File: src/rtl/uart_tx_serializer.sv
`default_nettype none
// ============================================================================
// Module  : uart_tx_serializer
// Brief   : FIFO-buffered UART transmitter with a fully registered pad drive.
// Revision: 1.0 - initial release
// ============================================================================
module uart_tx_serializer #(
    parameter int log2_fifo = 2
) (
    input  logic                 i_clk,
    input  logic                 i_nrst,
    input  logic [15:0]          i_scaler,
    input  logic                 i_parity_en,
    input  logic                 i_stop2,
    input  logic                 i_wr_valid,
    input  logic [7:0]           i_wr_data,
    output logic                 o_wr_ready,
    output logic                 o_tx,
    output logic                 o_busy,
    output logic [log2_fifo:0]   o_fifo_count
);

    localparam int c_DEPTH = 2 ** log2_fifo;

    localparam logic [2:0] c_IDLE   = 3'd0;
    localparam logic [2:0] c_START  = 3'd1;
    localparam logic [2:0] c_DATA   = 3'd2;
    localparam logic [2:0] c_PARITY = 3'd3;
    localparam logic [2:0] c_STOP   = 3'd4;

    logic [7:0]           r_mem [c_DEPTH];
    logic [log2_fifo-1:0] r_wr_ptr;
    logic [log2_fifo-1:0] r_rd_ptr;
    logic [log2_fifo:0]   r_count;

    logic [2:0]  r_state;
    logic [7:0]  r_shift;
    logic [15:0] r_baud;
    logic [15:0] r_scaler;
    logic        r_par_en;
    logic        r_stop2;
    logic [2:0]  r_bit_idx;
    logic        r_parity;
    logic        r_stop_idx;
    logic        r_tx;

    logic w_ready;
    logic w_push;
    logic w_pop;
    logic w_fifo_nempty;
    logic w_bit_end;
    logic w_last_stop;

    // Count never exceeds the depth, so its MSB alone flags "full".
    assign w_ready       = ~r_count[log2_fifo];
    assign w_push        = i_wr_valid & w_ready;
    assign w_fifo_nempty = |r_count;
    assign w_bit_end     = (r_baud == 16'd0);
    assign w_last_stop   = r_stop_idx | ~r_stop2;

    // A new frame starts from IDLE, or straight out of the final stop bit.
    assign w_pop = w_fifo_nempty &
                   ((r_state == c_IDLE) |
                    ((r_state == c_STOP) & w_bit_end & w_last_stop));

    always_ff @(posedge i_clk) begin
        if (w_push) begin
            r_mem[r_wr_ptr] <= i_wr_data;
        end
    end

    always_ff @(posedge i_clk or negedge i_nrst) begin
        if (!i_nrst) begin
            r_wr_ptr <= '0;
            r_rd_ptr <= '0;
            r_count  <= '0;
        end else begin
            if (w_push) begin
                r_wr_ptr <= r_wr_ptr + log2_fifo'(1);
            end
            if (w_pop) begin
                r_rd_ptr <= r_rd_ptr + log2_fifo'(1);
            end
            if (w_push && !w_pop) begin
                r_count <= r_count + (log2_fifo + 1)'(1);
            end else if (!w_push && w_pop) begin
                r_count <= r_count - (log2_fifo + 1)'(1);
            end
        end
    end

    always_ff @(posedge i_clk or negedge i_nrst) begin
        if (!i_nrst) begin
            r_state    <= c_IDLE;
            r_shift    <= '0;
            r_baud     <= '0;
            r_scaler   <= '0;
            r_par_en   <= 1'b0;
            r_stop2    <= 1'b0;
            r_bit_idx  <= '0;
            r_parity   <= 1'b0;
            r_stop_idx <= 1'b0;
            r_tx       <= 1'b1;
        end else if (w_pop) begin
            // Configuration is frozen here for the whole frame.
            r_shift    <= r_mem[r_rd_ptr];
            r_scaler   <= i_scaler;
            r_baud     <= i_scaler;
            r_par_en   <= i_parity_en;
            r_stop2    <= i_stop2;
            r_stop_idx <= 1'b0;
            r_tx       <= 1'b0;
            r_state    <= c_START;
        end else if (r_state != c_IDLE && !w_bit_end) begin
            r_baud <= r_baud - 16'd1;
        end else begin
            case (r_state)
                c_IDLE: begin
                    r_tx <= 1'b1;
                end
                c_START: begin
                    r_baud    <= r_scaler;
                    r_tx      <= r_shift[0];
                    r_parity  <= r_shift[0];
                    r_shift   <= {1'b0, r_shift[7:1]};
                    r_bit_idx <= 3'd0;
                    r_state   <= c_DATA;
                end
                c_DATA: begin
                    r_baud <= r_scaler;
                    if (r_bit_idx == 3'd7) begin
                        r_stop_idx <= 1'b0;
                        if (r_par_en) begin
                            r_tx    <= r_parity;
                            r_state <= c_PARITY;
                        end else begin
                            r_tx    <= 1'b1;
                            r_state <= c_STOP;
                        end
                    end else begin
                        r_tx      <= r_shift[0];
                        r_parity  <= r_parity ^ r_shift[0];
                        r_shift   <= {1'b0, r_shift[7:1]};
                        r_bit_idx <= r_bit_idx + 3'd1;
                    end
                end
                c_PARITY: begin
                    r_baud     <= r_scaler;
                    r_tx       <= 1'b1;
                    r_stop_idx <= 1'b0;
                    r_state    <= c_STOP;
                end
                c_STOP: begin
                    r_tx <= 1'b1;
                    if (!w_last_stop) begin
                        r_baud     <= r_scaler;
                        r_stop_idx <= 1'b1;
                    end else begin
                        r_state <= c_IDLE;
                    end
                end
                default: begin
                    r_tx    <= 1'b1;
                    r_state <= c_IDLE;
                end
            endcase
        end
    end

    assign o_tx         = r_tx;
    assign o_wr_ready   = w_ready;
    assign o_busy       = (r_state != c_IDLE) | w_fifo_nempty;
    assign o_fifo_count = r_count;

endmodule
`default_nettype wire

File: config.mk
export PLATFORM = sky130hd
export DESIGN_NAME = uart_tx_serializer
export DESIGN_NICKNAME = d
export VERILOG_FILES = /design/src/rtl/uart_tx_serializer.sv
export SDC_FILE = /design/constraint.sdc
export NUM_CORES = 1
export LEC_CHECK = 0
export CORE_ASPECT_RATIO = 1.4
export CORE_MARGIN = 2
export CORE_UTILIZATION = 35
export DETAILED_ROUTE_END_ITERATION = 8
export GPL_ROUTABILITY_DRIVEN = 0
export PLACE_DENSITY = 0.64
export RECOVER_POWER = 100
export SYNTH_ARGS = -nofsm -noshare
export SYNTH_HDL_FRONTEND = slang
export SYNTH_SLANG_ARGS = --single-unit
File: constraint.sdc
create_clock -name i_clk -period 3.11 [get_ports i_clk]
set_input_delay 0.622 -clock i_clk [delete_from_list [all_inputs] [get_ports i_clk]]
set_output_delay 0.622 -clock i_clk [all_outputs]
set_load 0.01 [all_outputs]
==> out/qor.yml, run 1 <==
synthesis:
  ys_top_cells_by_count: "nand2_1, dfrtp_1, edfxtp_1"
  syn_nets: 433
  syn_avg_cell_area_um2: 11.2
  synthTopCellsByArea: "dfrtp_1, edfxtp_1, nand2_1, mux4_2, ha_1"
  yosysMostFrequentCell: "nand2_1"
  yosysWarnings: 0
  synth-main-ff-cell: "dfrtp_1"
  yosysTopAreaCell: "dfrtp_1"
  synth_edf_count: 32
  yosysSeqAreaShare_pct: 54.5
  synth_cells: 395
  ys_ff_latch: 90
  async_flop_share_pct: 64.4
  synth_area_mm2: 0.00443
  synth_top_area_share_pct: 32.2
  synthDistinctLibCells: 62
final_layout:
  fin_util_pct: 42.5
  final_cell_count_no_fill: 589
  drive_gt1_share_pct: 10.9
  syn_to_final_growth_pct: 18.3
  finalNetCount: 472
  num_antenna_cells: 0
timing:
  worstMarginPinSlew_ns: 1.33
  relSlewSlack_pct: 11.3
  worst_clock_skew_ns: 0.00862
  rsz0062_at_grt: "no"
  slew_viol_final: 0
  period_minus_slack_ns: 2.91
  finalSetupTns_ns: 0
  fmax_mhz: 344
  fin_crit_sh_pct: 93.6
  setup_viol: 0
  hold_viol: 0
job:
  cap_violations: 0
clocking:
  cts_setup_buffers: 0
  cts.path.max_buffers: 2
  cts_max_level: 3
  clkTransAtPathRegs_ns: 0.07
  cts_resized: 0
  clock_latency_ns: 0.34
  postCtsHoldBufs: 0
  cts-root-buf: "clkbuf_16"
  cts_sinks: 90
  numCtsBuffers: 9
  cts_tree: "done"
worst_setup_path:
  cp_data_required_time_ns: 3.34
  crit_top_cell: "ha_1"
  cp.depth: 10
  path_cells: "inv_1 -> ha_1 -> or4b_1 -> or4_1 -> o21ai_4 -> inv_4 -> ha_1 -> clkinv_1 -> fa_1 -> mux2_4"
  crit_arrival_ns: 3.14
  worst_path_max_delay_cell: "or4_1"
  worstSetupPathType: "reg2reg"
  cp_top_family: "simple AND/OR/NAND/NOR gates"
  crit_fanout: 5
  start_kind: "register"
  endpoint_kind: "register"
  critPathBufInv: 3
  worst_r2r_path_depth: 10
  cpPeakStageDelay_ns: 0.48
drt:
  wirelength_mm: 9.91
  via_per_inst: 5.44
  drtIter0Drc: 168
  first_pass_iters: 4
  drcViolationCount: 0
  wl_per_cell_um: 16.8
  via_count: 3204
  ant_nets: 0
die:
  fp-row-count: 48
  die_w_um: 99.0
  coreArea_mm2: 0.0123
  dieArea_mm2: 0.0136
  ios: 35
  initial_core_util_pct: 35.9
  die_h_um: 137
outcome:
  outcome: "complete, no violations"
power:
  p_leak_nw: 2.13
  powerDensity_mw_per_mm2: 822
  ir_drop_mv: 0.395
place:
  io_buffers: 34
  place_inst: 573
  dp_hpwl_mm: 7.18
global_route:
  track_usage_pct: 16.0
  grt_pass1_vias: 3336
  grt_max_degree: 28
  antenna_found_initial: 0
  grt_pass1_wl_mm: 16.9
  overflow: 0
worst_hold_path:
  hold_path.class: "in2async"
[placed cells by master (no fill, tap or decap), types with 4 or more instances in the layout]
master	netlist	final
nand2_1	64	64
dfrtp_1	57	57
edfxtp_1	32	32
nor2_1	21	21
o21ai_0	20	20
clkdlybuf4s50_1	0	19
dlygate4sd3_1	0	14
a21oi_1	13	13
a22o_1	11	11
nor3_1	10	10
clkbuf_16	0	9
nor4_1	8	8
mux4_2	8	8
a31oi_1	8	8
ha_1	8	8
buf_4	4	8
inv_1	8	7
nand3_1	7	7
a21o_1	7	7
xnor2_1	7	7
or4_1	5	6
clkbuf_1	10	6
or3_1	5	5
a211oi_1	5	5
o2bb2ai_1	5	5
mux2i_1	5	5
clkbuf_2	1	5
and2_0	0	4
[power breakdown]
part	leakage, nW	internal (W)	switching, W
Combinational	0.979	0.000589	0.000523
Clock	0.158	0.000711	0.000476
Sequential	0.995	0.00163	0.000372
Total	2.13	0.00293	0.00137
[worst register-to-register path: stages (launching register included)]
cell and delay, ns:
dfrtp_1 0.41, inv_1 0.08, ha_1 0.19, or4b_1 0.46, or4_1 0.48, o21ai_4 0.19
inv_4 0.05, ha_1 0.21, clkinv_1 0.06, fa_1 0.39, mux2_4 0.27
[cells by family (layout without fill, tap and decap cells)]
family / count (synthesis) / in the layout / synth area share [%]
xor+xnor: 8 / 8 / 1.58
simple gates: 142 / 142 / 15.7
buf+inv: 34 / 78 / 4.01
flops: 90 / 90 / 54.5
mux: 17 / 17 / 6.30
fa+ha+maj: 9 / 9 / 2.71
compound gates: 95 / 95 / 15.1
[final cells by class]
type / count / area (um^2)
Fill cell: 1149 / 7070
Sequential cell: 90 / 2410
Multi-Input combinational cell: 271 / 1830
Timing Repair Buffer: 52 / 438
Clock buffer: 9 / 225
Tap cell: 150 / 188
Clock inverter: 7 / 98.8
Inverter: 10 / 40.0
[layer usage]
metal  GRT usage [%]  share of wire (%)
met5               0                  0
met2            27.4                 54
met4            7.91                1.7
met1            18.8                 41
met3            3.68                3.7
[sequential cells by signal, summed over array words and instances, names as in the netlist, 3 cells and up]
signal	count
r_state	3
r_shift	8
r_scaler	16
r_baud	16
r_bit_idx	3
r_mem	32
o_fifo_count	3
[final timing paths]
path | start | endpoint | slack, ns
max | r_baud[0] | o_fifo_count[1] | 0.20
max reg2reg | r_baud[0] | o_fifo_count[1] | 0.20
max in group asynchronous | i_nrst | r_state[0] | 1.06
min reg2reg | o_tx | o_tx | 0.46
min | i_nrst | r_scaler[13] | 0.35
min in group i_clk | o_tx | o_tx | 0.46
[per-stage QoR]
step	power [W]	setup WS (ns)	cell area [um^2]	hold WS [ns]
4_1_cts	0.00439	0.155	5300	0.188
6_report	0.00430	0.200	5240	0.349
2_1_floorplan	0.00277	-0.114	4460	0.326
3_3_place_gp	0.00316	0.240	4970	0.447
5_1_grt	0.00459	0.0266	5240	0.435
3_5_place_dp	0.00320	0.198	4970	0.449
Power figures use the tool's default switching activity.
==> inputs of run 2 (changes only) <==
--- a/config.mk
+++ b/config.mk
@@ -7,10 +7,10 @@
 export LEC_CHECK = 0
 export CORE_ASPECT_RATIO = 1.4
 export CORE_MARGIN = 2
-export CORE_UTILIZATION = 35
+export CORE_UTILIZATION = 52
 export DETAILED_ROUTE_END_ITERATION = 8
 export GPL_ROUTABILITY_DRIVEN = 0
-export PLACE_DENSITY = 0.64
+export PLACE_DENSITY = 0.85
 export RECOVER_POWER = 100
 export SYNTH_ARGS = -nofsm -noshare
 export SYNTH_HDL_FRONTEND = slang
==> out/qor.yml, run 2 (synthesized netlist as in run 1, its figures left out) <==
final_layout:
  reg_top3: "r_mem (32), r_baud (16), r_scaler (16)"
  finalNetCount: 471
  final_cell_count_no_fill: 540
  layout_commonest_cell: "nand2_1"
  multi_input_area_mm2: 0.00184
  top_register: "r_mem"
  syn_to_final_growth_pct: 16.0
  num_antenna_cells: 0
  nFillCells: 625
  drive_gt1_share_pct: 11.4
  final_cell_mix: "nand2_1, dfrtp_1, edfxtp_1"
  regArea_mm2: 0.00241
  largest_reg_flops: 32
timing:
  period_minus_slack_ns: 2.92
  worst_clock_skew_ns: 0.00955
  worstMarginPinSlew_ns: 1.46
  hold_viol: 0
  setup_viol: 0
  hold-worst-slack_ns: 0.462
  relSlewSlack_pct: 2.71
  slew_viol_final: 0
  rsz0062_at_grt: "no"
  fmax_mhz: 342
  fin_crit_sh_pct: 94.0
drt:
  route.top_layer_used: "met4"
  via_count: 3304
  wl_per_cell_um: 17.5
  met3WireLength_um: 458
  wirelength_mm: 9.47
  drtIter0Drc: 290
  via_per_inst: 6.12
  dr_wl_met2_mm: 5.09
  wirelength_met1_mm: 3.64
  ant_nets: 0
  first_pass_iters: 5
  drcViolationCount: 0
clocking:
  cts_sinks: 90
  cts_max_level: 3
  cts_tree: "done"
  cts_setup_buffers: 0
  cts.path.max_buffers: 2
  postCtsHoldBufs: 0
  clkTransAtPathRegs_ns: 0.07
  clock_latency_ns: 0.35
  cts-root-buf: "clkbuf_16"
  numCtsBuffers: 9
die:
  die_h_um: 113
  coreArea_mm2: 0.00820
  initial_core_util_pct: 54.0
  dieArea_mm2: 0.00927
  ios: 35
  die_w_um: 82.0
  fp-row-count: 39
worst_hold_path:
  hold_path.class: "reg2reg"
power:
  ir_drop_mv: 0.561
  clkPwrFrac_pct: 24.5
  p_seq_share_pct: 48.5
  powerDensity_mw_per_mm2: 804
  p_leak_nw: 2.10
  comb_power_share_pct: 27.0
  internal-power_w: 0.00276
  p_switching_w: 0.00137
  switching_share_pct: 33.1
global_route:
  grt_pass1_wl_mm: 16.0
  grt_pass1_vias: 3334
  overflow: 0
  antenna_found_initial: 0
  grt_max_degree: 59
  track_usage_pct: 22.8
job:
  cap_violations: 0
worst_setup_path:
  crit_arrival_ns: 3.21
  cp_top_family: "simple AND/OR/NAND/NOR gates"
  cpPeakStageDelay_ns: 0.45
  worstSetupPathType: "reg2reg"
  endpoint_kind: "register"
  start_kind: "register"
  critPathBufInv: 3
  worst_path_max_delay_cell: "or4b_1"
  cp_data_required_time_ns: 3.39
  crit_fanout: 16
  path_cells: "inv_1 -> ha_2 -> or4b_1 -> buf_4 -> or4_4 -> nor4b_1 -> clkbuf_2 -> a22o_1 -> a21o_1"
place:
  place_inst: 524
  dp_hpwl_mm: 6.60
  io_buffers: 34
outcome:
  outcome: "complete, no violations"
## run 2: changes by cell type in the layout (fill, tap and decap cells not counted), moves of 2 or more
cell	delta
bufinv_16	-2
clkbuf_1	-2
mux2_4	-2
mux2_1	+2
ha_1	-2
## run 2: worst min-delay path, cell delays in order, from the launching register on
cell	delay, ns
dfstp_2	0.37
nand2_1	0.05
nand2_1	0.05
## run 2: worst paths after layout
path / slack [ns] / end / from / cells after the start
min in group asynchronous: 0.71 / r_baud[3] / i_nrst / 2
min: 0.46 / o_tx / o_tx / 2
max: 0.19 / r_shift[3] / r_baud[0] / 9
max in group asynchronous: 1.52 / r_baud[10] / i_nrst / 2
min reg2reg: 0.46 / o_tx / o_tx / 2
max reg2reg: 0.19 / r_shift[3] / r_baud[0] / 9
## run 2: per-stage QoR
step | area (um^2) | util (%) | worst slack [ns] | total power, W | setup TNS, ns
global placement | 4900 | 59.8 | 0.243 | 0.00310 | 0
finish | 5130 | 62.6 | 0.186 | 0.00413 | 0
floorplan | 4460 | - | -0.114 | 0.00277 | -0.114
global route | 5130 | 62.6 | 0.0315 | 0.00440 | 0
detailed placement | 4900 | 59.8 | 0.165 | 0.00318 | 0
CTS | 5180 | 63.2 | 0.145 | 0.00420 | 0
## run 2: area by class of cell
type                            count  area share [%]
Clock buffer                        9            4.39
Multi-Input combinational cell    271            35.8
Timing Repair Buffer               51            8.56
Tap cell                          102            2.49
Sequential cell                    90            47.0
Clock inverter                      7           0.975
Inverter                           10           0.780
## run 2: power groups by stage
stage	sequential, W	combinational, W	clock, W
finish	0.00200	0.00112	0.00101
global route	0.00206	0.00126	0.00108
CTS	0.00200	0.00117	0.00103
detailed placement	0.00202	0.00116	0
global placement	0.00199	0.00112	0
floorplan	0.00187	0.000903	0
## run 2: layer usage
metal / global-route usage (%) / up-vias
met3: 5.58 / 25
li1: - / 1539
met2: 38.5 / 123
met4: 10.8 / 0
met5: 0 / -
met1: 26.8 / 1617
## run 2: timing repair
item	CTS	global route
setup endpoints to repair	0	1
hold endpoints to repair	0	0
resized for setup	0	1
